### src/rtl/line_fill_engine.sv
// Line fill engine: collects one LINE_WORDS burst into a line register and flags the critical word.
// Enable->AXIStartRead 1 cycle, last beat->LineReadCompleted 1 cycle; beats only when RequestAttended, Enable ignored while Busy; LFE_CRITICAL_WORD_FIRST_EN selects wrap order.
module line_fill_engine #(
    parameter int ADDR_WIDTH = 32,
    parameter int DATA_WIDTH = 32,
    parameter int LINE_WORDS = 8
) (
    input  logic                             Clk,
    input  logic                             Rst,
    input  logic                             Enable,
    input  logic [ADDR_WIDTH-1:0]            Address,
    output logic                             Busy,
    output logic                             AXIStartRead,
    output logic [ADDR_WIDTH-1:0]            AXIAddr,
    output logic                             AXIWrap,
    input  logic [DATA_WIDTH-1:0]            Data,
    input  logic                             RequestAttended,
    output logic [LINE_WORDS*DATA_WIDTH-1:0] Line,
    output logic [ADDR_WIDTH-1:0]            BaseAddress,
    output logic [DATA_WIDTH-1:0]            CriticalWord,
    output logic                             FirstDataAcquired,
    output logic [LINE_WORDS-1:0]            WordValid,
    output logic                             LineReadCompleted
);

    localparam int BO = $clog2(DATA_WIDTH / 8);
    localparam int IW = $clog2(LINE_WORDS);
    localparam int LO = BO + IW;
    localparam logic [ADDR_WIDTH-1:0] LINE_MASK = ~((ADDR_WIDTH'(1) << LO) - ADDR_WIDTH'(1));
    localparam logic [IW-1:0]         LAST_CNT  = IW'(LINE_WORDS - 1);

    typedef enum logic [1:0] {
        S_IDLE = 2'd0,
        S_REQ  = 2'd1,
        S_FILL = 2'd2,
        S_DONE = 2'd3
    } state_t;

    state_t r_state;
    state_t w_next;

    logic [IW-1:0]                  r_crit;
    logic [IW-1:0]                  r_idx;
    logic [IW-1:0]                  r_cnt;
    logic [ADDR_WIDTH-1:0]          r_base;
    logic [ADDR_WIDTH-1:0]          r_axi_addr;
    logic                           r_axi_wrap;
    logic [LINE_WORDS*DATA_WIDTH-1:0] r_line;
    logic [LINE_WORDS-1:0]          r_wv;
    logic [DATA_WIDTH-1:0]          r_cw;
    logic                           r_fda;

    logic                           w_busy;
    logic                           w_start;
    logic                           w_done;
    logic                           w_accept;
    logic                           w_beat;
    logic                           w_last;
    logic [IW-1:0]                  w_crit_in;
    logic [ADDR_WIDTH-1:0]          w_base_in;
    logic [ADDR_WIDTH-1:0]          w_axi_in;
    logic [IW-1:0]                  w_idx_start;
    logic                           w_wrap_in;

    assign w_crit_in = Address[LO-1:BO];
    assign w_base_in = Address & LINE_MASK;

`ifdef LFE_CRITICAL_WORD_FIRST_EN
    // Burst starts at the missing word and wraps, so the critical word arrives first.
    assign w_axi_in    = w_base_in | (ADDR_WIDTH'(w_crit_in) << BO);
    assign w_idx_start = w_crit_in;
    assign w_wrap_in   = 1'b1;
`else
    assign w_axi_in    = w_base_in;
    assign w_idx_start = '0;
    assign w_wrap_in   = 1'b0;
`endif

    assign w_accept = (r_state == S_IDLE) && Enable;
    assign w_beat   = (r_state == S_FILL) && RequestAttended;
    assign w_last   = w_beat && (r_cnt == LAST_CNT);

    always_ff @(posedge Clk) begin
        if (Rst) begin
            r_state <= S_IDLE;
        end else begin
            r_state <= w_next;
        end
    end

    always_comb begin
        w_next  = r_state;
        w_busy  = 1'b1;
        w_start = 1'b0;
        w_done  = 1'b0;
        case (r_state)
            S_IDLE: begin
                w_busy = 1'b0;
                if (Enable) w_next = S_REQ;
            end
            S_REQ: begin
                w_start = 1'b1;
                w_next  = S_FILL;
            end
            S_FILL: begin
                if (w_last) w_next = S_DONE;
            end
            S_DONE: begin
                w_done = 1'b1;
                w_next = S_IDLE;
            end
            default: w_next = S_IDLE;
        endcase
    end

    always_ff @(posedge Clk) begin
        if (Rst) begin
            r_crit     <= '0;
            r_idx      <= '0;
            r_cnt      <= '0;
            r_base     <= '0;
            r_axi_addr <= '0;
            r_axi_wrap <= 1'b0;
            r_line     <= '0;
            r_wv       <= '0;
            r_cw       <= '0;
            r_fda      <= 1'b0;
        end else begin
            r_fda <= 1'b0;
            if (w_accept) begin
                r_crit     <= w_crit_in;
                r_base     <= w_base_in;
                r_axi_addr <= w_axi_in;
                r_axi_wrap <= w_wrap_in;
                r_idx      <= w_idx_start;
                r_cnt      <= '0;
                r_wv       <= '0;
            end
            // idx is IW bits wide, so the increment wraps modulo LINE_WORDS for free.
            if (w_beat) begin
                r_line[r_idx*DATA_WIDTH +: DATA_WIDTH] <= Data;
                r_wv[r_idx] <= 1'b1;
                r_idx       <= r_idx + 1'b1;
                r_cnt       <= r_cnt + 1'b1;
                if (r_idx == r_crit) begin
                    r_cw  <= Data;
                    r_fda <= 1'b1;
                end
            end
        end
    end

    assign Busy              = w_busy;
    assign AXIStartRead      = w_start;
    assign AXIAddr           = r_axi_addr;
    assign AXIWrap           = r_axi_wrap;
    assign Line              = r_line;
    assign BaseAddress       = r_base;
    assign CriticalWord      = r_cw;
    assign FirstDataAcquired = r_fda;
    assign WordValid         = r_wv;
    assign LineReadCompleted = w_done;

endmodule
### config.mk
export PLATFORM = sky130hd
export DESIGN_NAME = line_fill_engine
export DESIGN_NICKNAME = d
export VERILOG_FILES = /design/src/rtl/line_fill_engine.sv
export SDC_FILE = /design/constraint.sdc
export NUM_CORES = 1
export LEC_CHECK = 0
export ABC_CLOCK_PERIOD_IN_PS = 6500
export BUFFER_PORTS_ARGS = -buffer_cell sky130_fd_sc_hd__buf_2
export CORE_AREA = 2 2 167 169
export CTS_CLUSTER_SIZE = 24
export DETAILED_ROUTE_END_ITERATION = 8
export DIE_AREA = 0 0 169 171
export PLACE_DENSITY = 0.76
export REMOVE_ABC_BUFFERS = 1
export SETUP_SLACK_MARGIN = 0.4
export SYNTH_ARGS = -nofsm -noshare
export SYNTH_HDL_FRONTEND = slang
export SYNTH_SLANG_ARGS = --single-unit
### constraint.sdc
create_clock -name Clk -period 6.5 [get_ports Clk]
set_clock_uncertainty 0.15 [all_clocks]
set_input_delay 0.325 -clock Clk [delete_from_list [all_inputs] [get_ports Clk]]
set_output_delay 0.325 -clock Clk [all_outputs]
set_load 0.05 [all_outputs]
# Yosys cells after proc, flatten, opt, wreduce, memory -nomap -nowiden
# Cells that the tools add are included.
# Widths: inputs -> output; s select.
# op_classes
n_bitwise	2
n_addsub	3
mux	16
n_lt_le_gt_ge	2
n_shift	2
n_reduce_logical	9
eq_ne	7
# op_table
cell	count
$bwmux 256	1
$shift 32x34->256 const A	1
$shiftx 32x34->256	1
$neg 8->34	1
$mux 8	3
$mux 3	3
$or 8x8->8	1
$pmux 2 s4	1
$add 3x1->3 const B	2
$mux 1	5
$eq 2x2->1 const B	2
$logic_and 1x1->1	4
$lt 3x4->1 const B	1
$mux 2	2
$ne 2x2->1 const B	2
$reduce_and 2->1	2
$demux 1 s3	1
$eq 3x3->1	1
$eq 3x3->1 const B	1
$ge 3x1->1 const B	1
$eq 2x1->1 const B	1
$logic_not 2->1	1
$reduce_bool 2->1	1
$reduce_or 2->1	1
$not 1->1	1
# totals
elab_cells	50
input_bits	68
output_inout_bits	365
ff_bits	335

# Longest topological paths before layout
# Gate-level depths: netlist (run 1).
# depth
depth_word	6
depth_mapped	10
ltp_nobuf	6

# Least setup slack after synthesis (run 1)
# No wires, ideal clock.
# synth_timing
path_type	register -> register
start	reg r_idx[0]
end	reg r_line[196], in the netlist Line[196]
setup_time_ps	72
path_slack_ps	4109
required_time_ps	6278
stages_incl_launch_ff	10
n_path_buf	3
period_less_slack_ps	2391
arrival_time_ps	2170
cell_sequence	dfxtp_1 > buf_2 > inv_1 > ha_1 > ha_1 > or2_1 > buf_6 > nor4_4 > buf_6 > mux2i_1
# synth_via
elab_chain_cells	3
word_cells_on_any_way	4
cone_classes	add/sub: 1; shift: 2; mux: 1
# synth_rtl
item	line	text
from (decl)	43	logic [IW-1:0] r_idx;
from (signal assigned)	135	r_idx <= w_idx_start;
from (signal assigned)	143	r_idx <= r_idx + 1'b1;
$neg 8->34 (*)	141	r_line[r_idx*DATA_WIDTH +: DATA_WIDTH] <= Data;
$shiftx 32x34->256 or $shift 32x34->256 (tied branches)	141	
$bwmux 256 (*)	141	
to (signal, indexed assignment)	141	
to (decl)	48	logic [LINE_WORDS*DATA_WIDTH-1:0] r_line;
# Every way passes the cells marked *; elsewhere a longest branch is shown, timed or not.
# A chain may end at the register's enable or synchronous reset.

# Worst setup path in the final report (run 1)
# layout_timing
start	reg r_idx[0]
end	reg r_line[81], in the netlist Line[81]
# Same word-level chain as after synthesis.

==> results of run 1 <==
worst reg2reg max path: stages (launching register included):
cell and delay (ns):
sky130_fd_sc_hd__dfxtp_1 0.65, sky130_fd_sc_hd__inv_1 0.10, sky130_fd_sc_hd__ha_1 0.25, sky130_fd_sc_hd__ha_2 0.95, sky130_fd_sc_hd__and4_1 0.82, sky130_fd_sc_hd__nand3_2 0.74, sky130_fd_sc_hd__mux2i_1 0.40
cell type report:
class / instances / area share [%]
Tap cell: 346 / 2.62
Clock inverter: 12 / 0.894
Multi-Input combinational cell: 872 / 32.6
Sequential cell: 335 / 40.6
Clock buffer: 46 / 5.98
Inverter: 8 / 0.212
Timing Repair Buffer: 492 / 17.0
cell usage after synthesis, types with 10 or more instances:
cell	number
sky130_fd_sc_hd__nand4_1	51
sky130_fd_sc_hd__a21oi_1	116
sky130_fd_sc_hd__o21ai_0	65
sky130_fd_sc_hd__buf_4	45
sky130_fd_sc_hd__nand3_1	35
sky130_fd_sc_hd__o41ai_1	17
sky130_fd_sc_hd__mux2i_1	209
sky130_fd_sc_hd__dfxtp_1	335
sky130_fd_sc_hd__clkbuf_1	77
sky130_fd_sc_hd__buf_2	27
sky130_fd_sc_hd__ha_1	10
sky130_fd_sc_hd__nand2_1	301
sky130_fd_sc_hd__nor2_1	17
what timing repair did:
item,4_1_cts,5_1_grt
hold buffers,62,0
buffers inserted,0,0
hold endpoints to repair,110,0
cell usage in the layout, fill, tap and decap left out, types with 3 or more instances in the layout:
master	Yosys	layout
sky130_fd_sc_hd__a21oi_1	116	116
sky130_fd_sc_hd__a22oi_1	6	6
sky130_fd_sc_hd__a32oi_1	4	4
sky130_fd_sc_hd__buf_2	27	418
sky130_fd_sc_hd__buf_4	45	11
sky130_fd_sc_hd__bufinv_16	0	3
sky130_fd_sc_hd__clkbuf_1	77	4
sky130_fd_sc_hd__clkbuf_16	0	35
sky130_fd_sc_hd__clkbuf_8	0	7
sky130_fd_sc_hd__clkinv_2	0	5
sky130_fd_sc_hd__conb_1	1	11
sky130_fd_sc_hd__dfxtp_1	335	335
sky130_fd_sc_hd__dlygate4sd3_1	0	62
sky130_fd_sc_hd__ha_1	10	9
sky130_fd_sc_hd__inv_1	7	7
sky130_fd_sc_hd__mux2i_1	209	209
sky130_fd_sc_hd__nand2_1	301	301
sky130_fd_sc_hd__nand3_1	35	34
sky130_fd_sc_hd__nand3_2	2	3
sky130_fd_sc_hd__nand4_1	51	51
sky130_fd_sc_hd__nand4_4	0	3
sky130_fd_sc_hd__nor2_1	17	16
sky130_fd_sc_hd__o21ai_0	65	65
sky130_fd_sc_hd__o41ai_1	17	17
sky130_fd_sc_hd__xnor2_1	3	3
sequential cells by signal, indices dropped and copies added (netlist names):
register,cells
FirstDataAcquired,1
r_crit,3
r_idx,3
Line,256
CriticalWord,32
WordValid,8
AXIAddr,27
r_cnt,3
r_state,2
path summary, 6_finish.rpt:
path                             endpoint  slack (ns)  depth (start not counted)
setup / recovery    Line[81]$_SDFFE_PP0P_        2.34                          6
hold / removal    WordValid[2]$_SDFF_PP0_        0.11                          2
setup reg to reg    Line[81]$_SDFFE_PP0P_        2.34                          6
hold reg to reg    Line[165]$_SDFFE_PP0P_        0.30                          2
per-stage QoR:
stage          hold slack [ns]  area [µm²]
6_report                 0.111       16500
2_1_floorplan            0.244       12100
4_1_cts                 0.0840       16500
5_1_grt                  0.117       16500
3_5_place_dp             0.295       14800
3_3_place_gp             0.290       14800
logic make-up after synthesis:
family,share of synthesized area (%)
muxes,16.3
AOI/OAI and AO/OA,8.97
DFF,52.2
and+or+nand+nor,14.8
other,0.0292
xor gates and xnor gates,0.205
adders and majority gates,0.974
buffers and inverters,6.54
report_power, final:
group / internal [mW] / leakage [nW] / total (mW) / switching, mW
combinational: 0.240 / 4.97 / 1.04 / 0.798
sequential: 2.14 / 2.70 / 2.20 / 0.0620
clock: 1.19 / 0.557 / 2.00 / 0.810
total: 3.56 / 8.23 / 5.23 / 1.67
per-layer routing:
| metal | track usage, % | wire, µm | up-vias |
|---|---|---|---|
| li1 | - | - | 5380 |
| met1 | 31.1 | 15800 | 5491 |
| met2 | 46.2 | 19700 | 566 |
| met3 | 5.16 | 2850 | 109 |
| met4 | 12.5 | 1750 | 0 |
| met5 | 0 | 0 | - |
==> run summary, run 1 <==
=================================================================================
Top Ports                                                                     433
Die X-Extent                                                               169 µm
Status                                                               complete, no violations
Total routing usage reported by global routing                              26.3%
Worst IR drop on VDD                                                   0.000261 V
Via density per instance                                                     5.47
Worst Path Class, Setup                                                   reg2reg
Number of global-route vias before repair                                   11000
Sequential area share after synthesis                                       52.2%
Net count of the finished layout                                             1822
Worst flop-to-flop path startpoint                                   r_idx[0]$_SDFFE_PP0P_
Count of placed standard cells including taps                                1991
Unrepaired setup endpoints after global routing                             false
Setup violation total in the final timing report                                0
Area taken by multi-input logic gates                                 0.00539 mm²
Synth area leaders                                                   sky130_fd_sc_hd__dfxtp_1, sky130_fd_sc_hd__mux2i_1, sky130_fd_sc_hd__nand2_1, sky130_fd_sc_hd__a21oi_1, sky130_fd_sc_hd__buf_4
TritonCTS clock tree                                                         done
Setup crit start kind                                                   flip-flop
HPWL after detailed placement                                             25.3 mm
Power density over the cells                                           317 mW/mm²
WL per Instance                                                           19.0 µm
Critical path fanouts, max                                                     39
Crit-path leading delay family                                       simple AND/OR/NAND/NOR gates
Worst hold path type                                                       in2reg
Number of H-tree levels                                                         2
Final non-filler cell total                                                  2111
Number of resized instances in the post-cts repair step                         0
Pin count of the biggest net entering global routing                          143
GPL Wtd Cong                                                                0.818
Proportion of netlist area held by the largest area contributor             52.2%
Launching element of the worst setup path                            r_idx[0]$_SDFFE_PP0P_
Initial detailed-routing violation count                                      786
Area of the mapped netlist                                             0.0128 mm²
CP endpoint kind                                                        flip-flop
Worst setup slack after placement                                         2.37 ns
Synthesized instance count                                                   1361
Max Transition Viols Final                                                      0
Total via count after detailed routing                                      11500
Primary FF master, synth                                             sky130_fd_sc_hd__dfxtp_1
Power consumption                                                         5.23 mW
Initial antenna violation count                                                 0
First-pass GRT wire length                                                60.8 mm
Buffers from clock root to sink, at most                                        3
Starting density of the core                                                47.0%
EDFF count, synth                                                               0
Average size of a mapped cell                                            9.44 µm²
Standby leakage power                                                     8.23 nW
Filler cell count                                                            2238
Vert. Die Dim                                                              171 µm
Asr flop ratio synth                                                           0%
IO buf count                                                                  419
Root buffer selected by CTS                                          sky130_fd_sc_hd__clkbuf_16
Final worst-path cycle share                                                63.9%
Final hold vios                                                                 0
Highest attainable clock frequency                                      0.241 GHz
FF+latch area                                                         0.00671 mm²
PnR worst setup slack                                                     2.34 ns
Crit path time final                                                      4.16 ns
Flop and latch count out of synthesis                                         335
Arrival time reported for the critical path endpoint                      4.41 ns
Placement row count                                                            61
Data required time of the critical path                                   6.75 ns
Worst-margin pin slew                                                     1.16 ns
Core region area                                                       0.0273 mm²
Sink Count                                                                    335
Relative slew slack                                                         22.8%
Layout cells sized above 1                                                  28.4%
Router iterations before antenna repair                                         5
Clock slew seen by the registers of the worst setup and hold paths        0.06 ns
Wirelength, routed                                                        40.2 mm
Worst-Skew Late Latency                                                   0.50 ns
Worst Hold Launch                                                             Rst
YS warnings                                                                     0
Worst path slowest cell                                              sky130_fd_sc_hd__ha_2
Floorplan die area                                                     0.0289 mm²
Number of buffers and inverters on the critical path                            1
Count of different cell masters after synthesis                                36
Max Cap Violations                                                              0
Most area-hungry cell type in the Yosys netlist                      sky130_fd_sc_hd__dfxtp_1
ANT cells                                                                       0
Remaining global-route overflow                                                 0
Critical path cell sequence                                          inv_1 -> ha_1 -> ha_2 -> and4_1 -> nand3_2 -> mux2i_1
Final design utilization                                                    60.4%
Number of buffers created by CTS                                               35
Final sum of negative setup slack                                            0 ns
Max stage delay on crit path                                              0.95 ns
DRT antenna net count                                                           0
Area grow syn2layout                                                        28.5%
Count of unresolved DRC violations after routing                                0
=================================================================================
Note: power is estimated with default switching activity, not from simulation.
==> run 2, diff against run 1 <==
--- a/config.mk
+++ b/config.mk
@@ -5,13 +5,13 @@
 export SDC_FILE = /design/constraint.sdc
 export NUM_CORES = 1
 export LEC_CHECK = 0
-export ABC_CLOCK_PERIOD_IN_PS = 6500
+export ABC_CLOCK_PERIOD_IN_PS = 4010
 export BUFFER_PORTS_ARGS = -buffer_cell sky130_fd_sc_hd__buf_2
-export CORE_AREA = 2 2 167 169
+export CORE_AREA = 2 2 169 171
 export CTS_CLUSTER_SIZE = 24
 export DETAILED_ROUTE_END_ITERATION = 8
-export DIE_AREA = 0 0 169 171
-export PLACE_DENSITY = 0.76
+export DIE_AREA = 0 0 171 173
+export PLACE_DENSITY = 0.74
 export REMOVE_ABC_BUFFERS = 1
 export SETUP_SLACK_MARGIN = 0.4
 export SYNTH_ARGS = -nofsm -noshare
==> constraint.sdc (replaced) <==
create_clock -name Clk -period 4.01 [get_ports Clk]
set_clock_uncertainty 0.15 [all_clocks]
set_input_delay 0.2005 -clock Clk [delete_from_list [all_inputs] [get_ports Clk]]
set_output_delay 0.2005 -clock Clk [all_outputs]
set_load 0.05 [all_outputs]
==> run summary, run 2 (same netlist as run 1, synthesis figures left out) <==
=================================================================================
Status                                                               complete, no violations   unchanged
Launching element of the worst setup path                            r_idx[1]$_SDFFE_PP0P_   was r_idx[0]$_SDFFE_PP0P_
Total routing usage reported by global routing                              26.5%   was 26.3%
Final sum of negative setup slack                                            0 ns   unchanged
Floorplan die area                                                     0.0296 mm²   was 0.0289 mm²
ANT cells                                                                       0   unchanged
Wire length on met2                                                       19.8 mm   was 19.7 mm
Routed met3 length                                                        3.12 mm   was 2.85 mm
Met1 Routed Length                                                        16.3 mm   was 15.8 mm
Initial antenna violation count                                                 0   unchanged
Number of resized instances in the post-cts repair step                         0   unchanged
Max Transition Viols Final                                                      0   unchanged
Clock slew seen by the registers of the worst setup and hold paths        0.06 ns   about the same
Filler cell count                                                            2355   was 2238
Setup crit start kind                                                   flip-flop   unchanged
Count of buffers added by post-CTS timing repair for setup                      0   unchanged
Count of hold-fix buffers inserted at cts                                      62   unchanged
WL per Instance                                                           18.9 µm   was 19.0 µm
CP endpoint kind                                                        flip-flop   unchanged
Standby leakage power                                                     8.26 nW   was 8.23 nW
Power consumption                                                         8.30 mW   was 5.23 mW
Router iterations before antenna repair                                         5   unchanged
Worst IR drop on VDD                                                   0.000632 V   was 0.000261 V
Initial detailed-routing violation count                                      923   was 786
First-pass GRT wire length                                                62.2 mm   was 60.8 mm
Commonest non-fill, non-tap cell in the layout                       sky130_fd_sc_hd__buf_2   unchanged
Unrepaired setup endpoints after global routing                             false   unchanged
Root buffer selected by CTS                                          sky130_fd_sc_hd__clkbuf_16   unchanged
Number of global-route vias before repair                                   11200   was 11000
Core region area                                                       0.0276 mm²   was 0.0273 mm²
Setup violation total in the final timing report                                0   unchanged
Worst flop-to-flop path startpoint                                   r_idx[1]$_SDFFE_PP0P_   was r_idx[0]$_SDFFE_PP0P_
Starting density of the core                                                46.5%   was 47.0%
Worst-Skew Late Latency                                                   0.51 ns   was 0.50 ns
Layout cells sized above 1                                                  28.5%   was 28.4%
Highest routed metal layer                                                   met4   unchanged
Crit path time final                                                      3.36 ns   was 4.16 ns
Cell count of the worst hold path                                               4   was 2
Wirelength, routed                                                        40.7 mm   was 40.2 mm
R2R depth                                                                       8   was 6
Number of H-tree levels                                                         2   unchanged
DRT antenna net count                                                           0   unchanged
Total via count after detailed routing                                      11500   about the same
Worst Hold Launch                                                          Enable   was Rst
Number of buffers created by CTS                                               35   unchanged
Final worst-path cycle share                                                83.9%   was 63.9%
TritonCTS clock tree                                                         done   unchanged
Register-to-register setup slack                                          0.65 ns   was 2.34 ns
GPL Wtd Cong                                                                0.813   was 0.818
Max Cap Violations                                                              0   unchanged
Data required time of the critical path                                   4.28 ns   was 6.75 ns
Relative slew slack                                                         12.9%   was 22.8%
Worst Path Class, Setup                                                   reg2reg   unchanged
Worst flop-to-flop path endpoint                                     Line[90]$_SDFFE_PP0P_   was Line[81]$_SDFFE_PP0P_
Remaining global-route overflow                                                 0   unchanged
Area grow syn2layout                                                        28.9%   was 28.5%
Worst hold path type                                                       in2reg   unchanged
Pin count of the biggest net entering global routing                          106   was 143
Vert. Die Dim                                                              173 µm   was 171 µm
Final hold vios                                                                 0   unchanged
IO buf count                                                                  419   unchanged
Commonest non-fill, non-tap cells in the layout                      sky130_fd_sc_hd__buf_2, sky130_fd_sc_hd__dfxtp_1, sky130_fd_sc_hd__nand2_1   unchanged
Arrival time reported for the critical path endpoint                      3.63 ns   was 4.41 ns
Highest attainable clock frequency                                      0.297 GHz   was 0.241 GHz
HPWL after detailed placement                                             26.4 mm   was 25.3 mm
Die X-Extent                                                               171 µm   was 169 µm
Worst-margin pin slew                                                     1.30 ns   was 1.16 ns
Critical path fanouts, max                                                     38   was 39
Placement row count                                                            61   unchanged
Power density over the cells                                           501 mW/mm²   was 317 mW/mm²
Top Ports                                                                     433   unchanged
Count of unresolved DRC violations after routing                                0   unchanged
End of the worst hold path                                           r_state[1]$_SDFFE_PP0P_   was WordValid[2]$_SDFF_PP0_
Via density per instance                                                     5.33   was 5.47
Number of flip-flops under the largest register name                          256   unchanged
Net count of the finished layout                                             1833   was 1822
Buffers from clock root to sink, at most                                        3   unchanged
Sink Count                                                                    335   unchanged
=================================================================================
-- run 2: critical path, stage by stage, from the launching register on --
cell,delay (ns)
sky130_fd_sc_hd__dfxtp_1,0.58
sky130_fd_sc_hd__inv_1,0.11
sky130_fd_sc_hd__ha_1,0.22
sky130_fd_sc_hd__ha_2,0.33
sky130_fd_sc_hd__buf_4,0.44
sky130_fd_sc_hd__and4_1,0.26
sky130_fd_sc_hd__buf_4,0.23
sky130_fd_sc_hd__nand3_2,0.56
sky130_fd_sc_hd__mux2i_1,0.35
-- run 2: worst max-delay path by stage --
stage	end	slack [ns]	depth (start not counted)
global route	Line[85]$_SDFFE_PP0P_	0.51	8
floorplan	Line[177]$_SDFFE_PP0P_	-0.98	3
global placement	Line[85]$_SDFFE_PP0P_	0.78	8
detailed placement	Line[85]$_SDFFE_PP0P_	0.70	8
CTS	Line[85]$_SDFFE_PP0P_	0.69	8
finish	Line[90]$_SDFFE_PP0P_	0.65	8
-- run 2: final cells by class --
class | count | area [µm²] | area share (%)
Clock buffer | 50 | 993 | 6.00
Inverter | 8 | 35.0 | 0.211
Sequential cell | 335 | 6710 | 40.5
Tap cell | 378 | 473 | 2.85
Multi-Input combinational cell | 872 | 5390 | 32.5
Clock inverter | 9 | 60.1 | 0.363
Timing Repair Buffer | 503 | 2910 | 17.6
-- run 2: power by group --
group	internal, mW	leakage (nW)	total [mW]	switching, mW
registers	3.46	2.70	3.56	0.0971
clock network	1.73	0.523	3.04	1.32
logic	0.391	5.03	1.69	1.30
-- run 2: metal layers --
layer,vias up,GRT usage (%)
li1,5415,-
met1,5443,31.6
met2,524,46.0
met3,99,5.86
met4,0,10.3
met5,-,0
-- run 2: metrics by stage --
stage	util, %	cells	hold WS (ns)	worst slack, ns	cell area [µm²]
detailed placement	53.9	2034	0.293	0.698	14900
global placement	53.9	2034	0.290	0.778	14900
floorplan	-	1215	0.120	-0.978	12100
global route	60.0	2155	0.0494	0.506	16600
CTS	60.0	2155	0.00789	0.686	16600
finish	60.0	2155	0.0343	0.648	16600
